### src/rtl/serial_adder_nbit.sv
// serial_adder_nbit
//   Bit-serial WIDTH-bit adder. Operands are shifted through one full-adder
//   cell LSB-first and the carry is kept in a flip-flop. A start/busy/done
//   handshake wraps the datapath. Results are held in output registers until
//   the next operation completes.
//
//   Optional feature: define SERIAL_ADDER_OVF_EN to add the Ovf port, which
//   reports two's-complement overflow of the held result.
//
// Ports
//   clk    rising-edge clock
//   rst_n  asynchronous active-low reset
//   start  request, sampled only in IDLE or DONE
//   A, B   addends, sampled with an accepted start
//   Cin    carry-in, sampled with an accepted start
//   busy   high while an addition is in progress (RUN)
//   done   one-cycle pulse; S/Cout(/Ovf) were just updated
//   S      registered sum
//   Cout   registered carry-out of bit WIDTH-1
//   Ovf    registered signed overflow (SERIAL_ADDER_OVF_EN only)
module serial_adder_nbit #(
  parameter int WIDTH = 8
) (
  input  logic             clk,
  input  logic             rst_n,
  input  logic             start,
  input  logic [WIDTH-1:0] A,
  input  logic [WIDTH-1:0] B,
  input  logic             Cin,
  output logic             busy,
  output logic             done,
  output logic [WIDTH-1:0] S,
  output logic             Cout
`ifdef SERIAL_ADDER_OVF_EN
  ,
  output logic             Ovf
`endif
);

  localparam int CW = $clog2(WIDTH);

  typedef enum logic [1:0] {IDLE, RUN, DONE} state_t;

  state_t           state_q, state_d;
  logic [WIDTH-1:0] a_sh, b_sh, sum_sh;
  logic             c_q;
  logic [CW-1:0]    cnt_q;

  logic             accept, last, s_bit, c_nxt;
  logic [WIDTH-1:0] sum_full;

  // start is only honoured outside RUN, so an in-flight operation is never
  // disturbed and back-to-back requests are taken from DONE.
  assign accept   = start && (state_q != RUN);
  assign last     = (cnt_q == CW'(WIDTH - 1));
  assign s_bit    = a_sh[0] ^ b_sh[0] ^ c_q;
  assign c_nxt    = (a_sh[0] & b_sh[0]) | (a_sh[0] & c_q) | (b_sh[0] & c_q);
  // Sum as it will stand once the current bit is shifted in; on the last
  // RUN cycle this is the finished result.
  assign sum_full = {s_bit, sum_sh[WIDTH-1:1]};

  assign busy = (state_q == RUN);
  assign done = (state_q == DONE);

  always_ff @(posedge clk or negedge rst_n) begin
    if (!rst_n) state_q <= IDLE;
    else        state_q <= state_d;
  end

  always_comb begin
    state_d = state_q;
    case (state_q)
      IDLE:    if (start) state_d = RUN;
      RUN:     if (last)  state_d = DONE;
      DONE:    state_d = start ? RUN : IDLE;
      default: state_d = IDLE;
    endcase
  end

  always_ff @(posedge clk or negedge rst_n) begin
    if (!rst_n) begin
      a_sh   <= '0;
      b_sh   <= '0;
      sum_sh <= '0;
      c_q    <= 1'b0;
      cnt_q  <= '0;
      S      <= '0;
      Cout   <= 1'b0;
    end else if (accept) begin
      a_sh   <= A;
      b_sh   <= B;
      sum_sh <= '0;
      c_q    <= Cin;
      cnt_q  <= '0;
    end else if (state_q == RUN) begin
      a_sh   <= a_sh >> 1;
      b_sh   <= b_sh >> 1;
      sum_sh <= sum_full;
      c_q    <= c_nxt;
      // Counter parks at WIDTH-1; it is cleared again on the next accept.
      if (!last) cnt_q <= cnt_q + CW'(1);
      if (last) begin
        S    <= sum_full;
        Cout <= c_nxt;
      end
    end
  end

`ifdef SERIAL_ADDER_OVF_EN
  // On the last bit c_q is the carry into the MSB; overflow is that carry
  // differing from the carry out of the MSB.
  always_ff @(posedge clk or negedge rst_n) begin
    if (!rst_n)                        Ovf <= 1'b0;
    else if (!accept && state_q == RUN && last) Ovf <= c_q ^ c_nxt;
  end
`endif

endmodule

### config.mk
export PLATFORM = sky130hd
export DESIGN_NAME = serial_adder_nbit
export DESIGN_NICKNAME = d
export VERILOG_FILES = /design/src/rtl/serial_adder_nbit.sv
export SDC_FILE = /design/constraint.sdc
export NUM_CORES = 1
export LEC_CHECK = 0
export BUFFER_PORTS_ARGS = -buffer_cell sky130_fd_sc_hd__buf_2
export CAP_MARGIN = 15
export CORE_ASPECT_RATIO = 0.6
export CORE_MARGIN = 8
export CORE_UTILIZATION = 50
export DETAILED_ROUTE_END_ITERATION = 16
export PLACE_DENSITY = 0.73
export SLEW_MARGIN = 20
export SYNTH_ARGS = -nofsm -noshare
export SYNTH_HDL_FRONTEND = slang
export SYNTH_SLANG_ARGS = --single-unit
### constraint.sdc
create_clock -name clk -period 2.1 [get_ports clk]
set_clock_uncertainty 0.2 [all_clocks]
set_input_delay 0.21 -clock clk [delete_from_list [all_inputs] [get_ports clk]]
set_output_delay 0.21 -clock clk [all_outputs]
set_load 0.1 [all_outputs]
Word level (Yosys, flattened, before mapping)
Cells that the tools add are included.
{"block": "totals", "ff_bits": 39, "word_cells": 45, "output_inout_bits": 11, "in_bits": 20}
{"block": "classes", "mux": 15, "n_bitwise": 8, "reduce_logical": 6, "n_eq_ne": 7, "n_addsub": 1}
{"op": "two-way mux 8 bit", "count": 6}
{"op": "two-way mux 3 bit", "count": 3}
{"op": "one-hot mux 2 bit (3 select lines)", "count": 1}
{"op": "two-way mux 2 bit", "count": 2}
{"op": "!= test 2 x 1 -> 1 bit (second input constant)", "count": 2}
{"op": "!= test 2 bit (second input constant)", "count": 2}
{"op": "AND reduction 2 bit", "count": 2}
{"op": "adder 3 x 1 -> 3 bit (second input constant)", "count": 1}
{"op": "AND 1 bit", "count": 3}
{"op": "== test 3 bit (second input constant)", "count": 1}
{"op": "two-way mux 1 bit", "count": 3}
{"op": "AND reduction 3 bit", "count": 1}
{"op": "== test 2 x 1 -> 1 bit (second input constant)", "count": 1}
{"op": "== test 2 bit (second input constant)", "count": 1}
{"op": "logical NOT 2 bit", "count": 1}
{"op": "bitwise OR 1 bit", "count": 2}
{"op": "nonzero test 2 bit", "count": 1}
{"op": "bitwise XOR 1 bit", "count": 2}
{"op": "logical AND 1 bit", "count": 1}
{"op": "inverter 1 bit", "count": 1}

Depth between registers and ports, before layout
{"block": "depth", "depth_word": 5, "ltp_mapped": 6, "ltp_nobuf": 4}

Least setup slack after synthesis
Ideal clock, no wire load.
{"block": "synth_path", "path_kind": "flip-flop to flip-flop", "start": "register cnt_q[0]", "end": "register Cout", "setup_time_ps": 125, "arrival_time_ps": 1268, "synth_period_minus_slack_ps": 1594, "required_time_ps": 1775, "stages_incl_launch_ff": 5, "path_slack_ps": 506, "n_path_buf": 0, "cell_sequence": "dfrtp_1 -> ha_1 -> ha_1 -> nand2_8 -> mux2_4"}
{"block": "synth_via", "elab_chain_cells": 2}
{"item": "from (decl)", "line": "47", "text": "logic [CW-1:0] cnt_q;"}
{"item": "from (signal assigned)", "line": "101", "text": "if (!last) cnt_q <= cnt_q + CW'(1);"}
{"item": "== test 3 bit", "line": "55", "text": "assign last = (cnt_q == CW'(WIDTH - 1));"}
{"item": "AND reduction 3 bit (no source line)"}
{"item": "to (signal assigned)", "line": "104", "text": "Cout <= c_nxt;"}
{"item": "to (decl)", "line": "33", "text": "output logic Cout"}
No other way between the ends.
A chain may end at the register's enable or synchronous reset.

Worst setup path in the final report
{"block": "layout_path", "start": "register state_q[1]", "end": "output busy"}
{"block": "layout_via", "elab_chain_cells": 1}
{"item": "from (decl)", "line": "44", "text": "state_t state_q, state_d;"}
{"item": "from (signal assigned)", "line": "67", "text": "else state_q <= state_d;"}
{"item": "== test 2 x 1 -> 1 bit", "line": "62", "text": "assign busy = (state_q == RUN);"}
{"item": "to (decl)", "line": "30", "text": "output logic busy,"}
No other way between the ends.

==> metrics.yaml <==
outcome: "finished clean"
reg2reg_slack_ns: 0.41
min_to: "a_sh[3]"
grt_max_degree: 51
postPlaceCellArea_um2: 1880
nets: 202
topRoutingLayerUsed: "met4"
path_class: "reg2out"
met2_length_um: 1330
via_per_inst: 4.91
clock.fmax_mhz: 498
worstMarginPinSlew_ns: 0.808
hold_viol: 0
post_cts_buffers: 0
vias: 1095
rr_worst_depth: 4
cts_buffers: 5
start_util: 0.529
path_cells: "nand2b_4 -> inv_6 -> buf_2"
fin_crit_sh: 0.956
grt_pass1_vias: 1114
synthCells: 143
antenna_found_initial: 0
diodes: 0
post_drt_wl_per_cell_um: 13.5
post-dp-hpwl_um: 2130
maxSlewHeadroom: 0.461
grt_pass1_wl_um: 5060
syn_area_um2: 1740
whs_ns: 0.0127
holdPathStages: 3
min-delay-start: "A[3]"
post-route-drc-count: 0
clk_path_buf_depth: 2
worst_slack_ns: 0.0929
drive_gt1_frac: 0.270
r2r_end: "S[2]"
cp.arrival_ns: 1.60
m1WireLength_um: 1480
rows: 16
grt_usage: 0.116
critPathRequiredTime_ns: 1.69
grt_setup_unrepaired: "false"
startpoint_type: "flip-flop"
core_area_um2: 3280
drt_iter0_drc: 18
drv_cap: 0
drt-pass1-iter-count: 4
syn-num-nets: 167
dr_wl_met3_um: 154
cts_tree: "built"
h-tree-depth: 2
timing.rr.start: "cnt_q[0]"
synth-seq-cells: 38
chipWidth_um: 92.1
period_needed_ns: 2.01
path_clk_slew_ns: 0.06
cp_slowest_cell: "buf_2"
gr-total-overflow: 0
ant_nets: 0
worstPathMaxFanout: 50
die_area_um2: 5680
p_leak_nw: 1.02
dieHeight_um: 61.7
total_power_mw: 3.28
cts-root-buf: "clkbuf_8"
cts.sinks: 38
finalInstanceArea_um2: 2000
post-place-ws_ns: 0.390
syn_to_final_growth_pct: 14.9
clk_latency_ns: 0.28
slew_viol_final: 0
setup_violations: 0
slowest_delay_ns: 0.50
globalplace.congestion: 0.693
yosys_warnings: 0
synth.yosys.seq_area_share: 0.548
io_buffers: 30
min_path_type: "in2reg"
ir_drop_v: 0.000969
syn_area_per_cell_um2: 12.1
ios: 31
yosysUniqueCellTypes: 21
cp-end-kind: "primary output"
drt-total-wl_um: 3020
tns_ns: 0
power_density_nw_per_um2: 1640
worst max-delay path: cells and delay by family (launching register included):
kind,cells,cell delay (ns)
AND/OR/NAND/NOR,1,0.17
buffers and inverters,2,0.76
flip-flops,1,0.38
routing by layer:
metal | GRT usage | vias up
met5 | 0 | -
met2 | 0.174 | 21
li1 | - | 558
met1 | 0.144 | 508
met4 | 0.0614 | 0
met3 | 0.0438 | 8
logic make-up after synthesis:
family                   after synthesis  share of synthesized area
adder cells (fa/ha/maj)                4                     0.0331
flip-flops                            38                      0.548
buffers and inverters                 10                     0.0504
AO/OA/AOI/OAI                         26                     0.0821
AND/OR/NAND/NOR                       37                     0.0994
multiplexers                          28                      0.187
layout make-up:
| cell class | instances | area, µm² |
|---|---|---|
| inverters | 3 | 16.3 |
| repair buffers | 35 | 198 |
| flip-flops and latches | 38 | 951 |
| multi-input cells | 95 | 698 |
| fillers | 281 | 1290 |
| clock buffers | 7 | 76.3 |
| well taps | 45 | 56.3 |
placed cells by master, fill, tap and decap left out:
master / n
buf_4: 1
inv_1: 2
and2b_1: 1
nor3_1: 1
inv_6: 1
buf_2: 30
a211o_1: 1
o2bb2ai_1: 2
ha_1: 3
and3_1: 1
nand2_8: 1
o21ai_0: 17
mux2_4: 9
clkbuf_1: 2
clkbuf_8: 5
mux2i_1: 19
o22ai_1: 1
fa_1: 1
nand2_1: 29
o21ai_1: 5
dfrtp_1: 38
dlygate4sd3_1: 4
nand2b_4: 1
nor2_1: 3
registers in the layout (all words and copies together), names as in the netlist:
name and flops:
a_sh 8, Cout 1, state_q 2, b_sh 8, c_q 1, cnt_q 3
sum_sh 7, S 8
synthesized netlist by cell type:
cell type  instances  area [µm²]
a211o_1            1        8.76
and2b_1            1        7.51
and3_1             1        6.26
buf_6              6        67.6
clkbuf_1           1        3.75
dfrtp_1           38         951
fa_1               1        20.0
ha_1               3        37.5
inv_1              2        7.51
inv_6              1        8.76
mux2_4             9         135
mux2i_1           19         190
nand2_1           29         109
nand2_8            1        20.0
nand2b_4           1        13.8
nor2_1             3        11.3
nor3_1             1        5.00
o21ai_0           17        85.1
o21ai_1            5        25.0
o22ai_1            1        6.26
o2bb2ai_1          2        17.5
what timing repair did:
item / in CTS / in global routing
resized for setup: 0 / 0
hold endpoints to repair: 41 / 0
hold buffers: 4 / 0
where the power goes:
part | switching [mW] | total, mW | internal, mW | leakage, nW
Clock | 0.223 | 0.451 | 0.228 | 0.0383
Sequential | 0.197 | 1.24 | 1.05 | 0.481
Combinational | 1.15 | 1.58 | 0.436 | 0.499
Total | 1.57 | 3.28 | 1.71 | 1.02
stage by stage:
stage | instances | utilization
finish | 223 | 0.608
detailed placement | 212 | 0.572
global placement | 212 | 0.572
floorplan | 143 | -
global route | 223 | 0.608
CTS | 223 | 0.608
worst max-delay path by stage:
| stage | startpoint | end |
|---|---|---|
| 3_5_place_dp | state_q[1] | busy |
| 2_1_floorplan | cnt_q[0] | Cout |
| 6_report | state_q[1] | busy |
| 5_1_grt | state_q[1] | busy |
| 3_3_place_gp | state_q[1] | busy |
| 4_1_cts | state_q[1] | busy |
No activity file was read; power rests on OpenSTA's default activity.
